===== src/rtl/nn_fixed_pkg.sv =====
// nn_fixed_pkg: shared Q8.8 constants and the round/saturate helper
package nn_fixed_pkg;
  localparam int Q_FRAC_BITS = 8;
  localparam logic [15:0] Q_MAX = 16'h7FFF;
  localparam logic [15:0] Q_MIN = 16'h8000;
  function automatic logic [15:0] round_sat(input logic signed [63:0] sum, input int frac_bits, input logic relu);
    logic signed [63:0] s;
    logic [15:0] r;
    s = (sum + (64'sd1 <<< (frac_bits - 1))) >>> frac_bits;
    r = s > 64'sd32767 ? Q_MAX : s < -64'sd32768 ? Q_MIN : s[15:0];
    return (relu && r[15]) ? 16'h0000 : r;
  endfunction
endpackage


===== src/rtl/mac_lane.sv =====
// mac_lane: one lane of multiply, accumulate and round/saturate to Q8.8
module mac_lane
  import nn_fixed_pkg::*;
#(
  parameter int ACC_WIDTH = 40,
  parameter int FRAC_BITS = Q_FRAC_BITS,
  parameter bit RELU = 1'b1
) (
  input  logic        clock,
  input  logic        clear,
  input  logic        load,
  input  logic        prod_valid,
  input  logic        prod_last,
  input  logic        sum_valid,
  input  logic [15:0] a,
  input  logic [15:0] w,
  output logic [15:0] result
);
  logic signed [31:0] prod;
  logic signed [ACC_WIDTH-1:0] acc, sum, acc_next;
  logic [31:0] a_ext, w_ext;
  assign a_ext = {{16{a[15]}}, a};
  assign w_ext = {{16{w[15]}}, w};
  assign acc_next = acc + {{(ACC_WIDTH-32){prod[31]}}, prod};
  always_ff @(posedge clock) begin
    if (clear) begin
      prod <= '0;
      acc <= '0;
      sum <= '0;
      result <= '0;
    end else begin
      if (load) prod <= a_ext * w_ext;
      if (prod_valid) acc <= prod_last ? '0 : acc_next;
      if (prod_valid && prod_last) sum <= acc_next;
      if (sum_valid) result <= round_sat(64'(sum), FRAC_BITS, RELU);
    end
  end
endmodule


===== src/rtl/neuron_mac_accumulator.sv =====
// neuron_mac_accumulator: four-lane Q8.8 dot-product MAC with element counter and result pulse
module neuron_mac_accumulator
  import nn_fixed_pkg::*;
#(
  parameter int DOT_LENGTH = 256,
  parameter int FRAC_BITS = Q_FRAC_BITS,
  parameter int ACC_WIDTH = 40,
  parameter bit RELU = 1'b1
) (
  input  logic        clock,
  input  logic        clear,
  input  logic        a_element_ready,
  input  logic [15:0] a0_element,
  input  logic [15:0] a1_element,
  input  logic [15:0] a2_element,
  input  logic [15:0] a3_element,
  input  logic [15:0] w0_element,
  input  logic [15:0] w1_element,
  input  logic [15:0] w2_element,
  input  logic [15:0] w3_element,
  output logic        result_valid,
  output logic [15:0] result0,
  output logic [15:0] result1,
  output logic [15:0] result2,
  output logic [15:0] result3,
  output logic [7:0]  neuron_count,
  output logic        busy
);
  localparam int CW = DOT_LENGTH > 1 ? $clog2(DOT_LENGTH) : 1;
  logic [CW-1:0] count;
  logic prod_valid, prod_last, sum_valid;
  logic [15:0] a [4];
  logic [15:0] w [4];
  logic [15:0] r [4];
  assign a = '{a0_element, a1_element, a2_element, a3_element};
  assign w = '{w0_element, w1_element, w2_element, w3_element};
  assign {result0, result1, result2, result3} = {r[0], r[1], r[2], r[3]};
  assign busy = |count | prod_valid | sum_valid;
  always_ff @(posedge clock) begin
    if (clear) begin
      count <= '0;
      prod_valid <= 1'b0;
      prod_last <= 1'b0;
      sum_valid <= 1'b0;
      result_valid <= 1'b0;
      neuron_count <= '0;
    end else begin
      if (a_element_ready) count <= count + CW'(1);
      prod_valid <= a_element_ready;
      prod_last <= a_element_ready & (&count);
      sum_valid <= prod_valid & prod_last;
      result_valid <= sum_valid;
      neuron_count <= neuron_count + 8'(sum_valid);
    end
  end
  for (genvar i = 0; i < 4; i++) begin : g_lane
    mac_lane #(.ACC_WIDTH(ACC_WIDTH), .FRAC_BITS(FRAC_BITS), .RELU(RELU)) u_lane (
      .clock(clock),
      .clear(clear),
      .load(a_element_ready),
      .prod_valid(prod_valid),
      .prod_last(prod_last),
      .sum_valid(sum_valid),
      .a(a[i]),
      .w(w[i]),
      .result(r[i])
    );
  end
endmodule


===== config.mk =====
export PLATFORM = sky130hd
export DESIGN_NAME = neuron_mac_accumulator
export DESIGN_NICKNAME = d
export VERILOG_FILES = /design/src/rtl/nn_fixed_pkg.sv /design/src/rtl/mac_lane.sv /design/src/rtl/neuron_mac_accumulator.sv
export SDC_FILE = /design/constraint.sdc
export NUM_CORES = 2
export LEC_CHECK = 0
export BUFFER_PORTS_ARGS = -buffer_cell sky130_fd_sc_hd__buf_4
export CORE_MARGIN = 4
export CORE_UTILIZATION = 45
export CTS_BUF_LIST = sky130_fd_sc_hd__clkbuf_2 sky130_fd_sc_hd__clkbuf_4 sky130_fd_sc_hd__clkbuf_8
export DETAILED_ROUTE_END_ITERATION = 10
export PLACE_DENSITY = 0.64
export RECOVER_POWER = 25
export SLEW_MARGIN = 5
export SYNTH_ARGS = -nofsm -noshare
export SYNTH_HDL_FRONTEND = slang
export SYNTH_SLANG_ARGS = --single-unit

===== constraint.sdc =====
create_clock -name clock -period 10 [get_ports clock]
set_clock_uncertainty 0.2 [all_clocks]
set_input_delay 2 -clock clock [delete_from_list [all_inputs] [get_ports clock]]
set_output_delay 2 -clock clock [all_outputs]
set_load 0.05 [all_outputs]

==> reports/qor.yml <==
synthesis:
  synth_top_cell_area_share_pct: 31.50
  synth-seq-cells: 500
  syn_avg_cell_area_um2: 8.716
  syn_area_um2: 66860
  synthArstFlopShare_pct: 0
  yosysWarnings: 0
  yosys-top-cells-count: "inv_1, fa_1, nand2_1"
  netlist_instances: 7671
  dominantRegCellSynth: "dfxtp_1"
  synth_seq_area_share_pct: 14.97
  netlist_top_cells_area: "fa_1, dfxtp_1, ha_1"
  synth_area_leader_cell: "fa_1"
  synth_cell_type_count: 98
  synth_edf_count: 0
  synth.most_common_cell: "inv_1"
placement:
  post-place-cells: 9508
  place_ws_ns: 1.332
  port_buffers: 200
  hpwl_mm: 130.3
  routabilityCongestion: 0.8729
floorplanning:
  coreArea_um2: 147700
  die_h_um: 393.5
  die_x_um: 393.5
  rows: 141
  io_pins: 205
  die_area_um2: 154800
  start_util_pct: 45.28
clock_network:
  clockRootBuffer: "clkbuf_8"
  hold_buffers: 0
  cts_tree: "built"
  clk_latency_ns: 0.73
  cts_buffers: 92
  clock_sinks: 500
  max-clock-path-buffers: 3
  cts.clk_slew.worst_paths_ns: 0.06
  post_cts_buffers: 0
  cts-resized-gates: 0
  h-tree-depth: 3
detailed_routing:
  ant_nets: 0
  totalWireLength_mm: 165.6
  detail_route.wl_per_cell_um: 17.12
  dr.pass1.iters: 6
  vias: 51936
  drc_errors: 0
  via_per_inst: 5.368
  drtIter0Drc: 3240
worst_setup_path:
  crit_chain: "clkbuf_1, inv_1, clkbuf_1, nand2_1, nor3_1"
  critPathMaxStageDelay_ns: 3.29
  crit_top_cell: "clkbuf_1"
  end_kind: "flop"
  worst-path-max-fanout: 97
  worstSetupPathType: "primary input to flop"
  crit_required_ns: 10.39
  cp.arrival_ns: 8.88
  crit_path_start_kind: "primary input"
  cp_slowest_cell: "clkbuf_1"
timing:
  grt_setup_unrepaired: "false"
  layout_min_cycle_time_ns: 8.497
  period_share_pct: 84.97
  setup_tns_ns: 0
  setup_viol: 0
  max-slew-margin-rel_pct: -219.8
  worst_slew_pin_slew_ns: 4.798
  drv_slew: 232
  layout_setup_ws_ns: 1.503
  finalHoldViolations: 0
  max_freq_mhz: 117.7
global_routing:
  grt_pass1_wl_mm: 277.2
  grt_pass1_vias: 53604
  grt_max_degree: 145
  antenna_found_initial: 4
  grt-ovfl-total: 0
  grt_use_total_pct: 21.55
status:
  violations: "max-capacitance violations, max-slew violations"
  status: "complete, but fails checks"
min_path:
  worstHoldPathType: "flop to flop"
cells_and_area:
  finalNonFillerCells: 9675
  fill_cells: 14184
  area_growth_pct: 7.456
  drive_above_1_share_pct: 5.798
  finish.utilization_pct: 48.65
  finalNetCount: 9347
flow_run:
  cap_violations: 3
-- cells in the final DEF (no fill, tap or decap), types with 132 or more instances in the layout --
cell / synthesis / layout
inv_1: 1266 / 1265
fa_1: 1052 / 1052
nand2_1: 896 / 895
and2_1: 510 / 508
dfxtp_1: 500 / 499
ha_1: 492 / 492
nor2_1: 459 / 455
a21oi_1: 358 / 358
xnor2_1: 226 / 226
buf_4: 5 / 218
o21ai_0: 164 / 164
a21o_1: 160 / 160
xor2_1: 132 / 132
-- cell type report --
cell class / instances / area [um^2] / share of cell area (%)
Sequential cell: 500 / 10010 / 13.93
Clock buffer: 140 / 1808 / 2.517
Antenna cell: 1 / 2.502 / 0.003483
Tap cell: 1930 / 2415 / 3.361
Inverter: 1267 / 4758 / 6.623
Multi-Input combinational cell: 5588 / 50840 / 70.77
Clock inverter: 26 / 327.8 / 0.4563
Timing Repair Buffer: 223 / 1679 / 2.337
-- worst paths after layout --
path | startpoint | endpoint | slack [ns] | cells after the start
worst max register to register | g_lane[2].u_lane.acc[0] | g_lane[2].u_lane.sum[32] | 5.59 | 13
worst min-delay path | g_lane[3].u_lane.acc[36] | g_lane[3].u_lane.acc[36] | 0.25 | 2
worst max-delay path | clear | g_lane[3].u_lane.result[10] | 1.50 | 5
worst min register to register | g_lane[3].u_lane.acc[36] | g_lane[3].u_lane.acc[36] | 0.25 | 2
-- worst max-delay path: cells and delay by family --
| kind | cells | cell delay, ns |
|---|---|---|
| buffers and inverters | 3 | 5.64 |
| AND/OR/NAND/NOR | 2 | 1.18 |
-- sequential cells by signal (all words and copies together) (netlist names) --
| signal | count |
|---|---|
| g_lane.u_lane.sum | 132 |
| neuron_count | 8 |
| count | 8 |
| prod_valid | 1 |
| result_valid | 1 |
| g_lane.u_lane.result | 60 |
| sum_valid | 1 |
| prod_last | 1 |
| g_lane.u_lane.prod | 128 |
| g_lane.u_lane.acc | 160 |
-- logic make-up (layout without fill, tap and decap cells) --
| kind of cell | after synthesis | in the layout | synth area share [%] |
|---|---|---|---|
| simple gates | 2361 | 2361 | 16.95 |
| buf+inv | 1586 | 1656 | 9.062 |
| fa+ha+maj | 1544 | 1544 | 40.71 |
| compound gates | 1228 | 1228 | 12.20 |
| flops | 500 | 500 | 14.97 |
| xor+xnor | 359 | 359 | 4.725 |
| mux | 92 | 92 | 1.381 |
| other cells | 1 | 5 | 0.005609 |
-- per-stage QoR --
step           hold WS [ns]  cell area (um^2)
2_1_floorplan        0.2223             66870
3_3_place_gp         0.2316             69720
3_5_place_dp         0.2459             69720
4_1_cts              0.2543             71860
5_1_grt              0.2704             71840
6_report             0.2474             71840
-- layer usage --
layer / wire [um] / GRT usage [%] / up-vias / share of wire [%]
met2: 75940 / 34.74 / 1310 / 46
li1: - / - / 24595 / -
met5: 7 / 0 / - / 0.0042
met1: 75370 / 30.18 / 25744 / 46
met4: 4691 / 5.926 / 2 / 2.8
met3: 9619 / 3.371 / 285 / 5.8
Power is not shown: default switching activity piles up to over one toggle a cycle in this logic, so the estimate is an artifact.
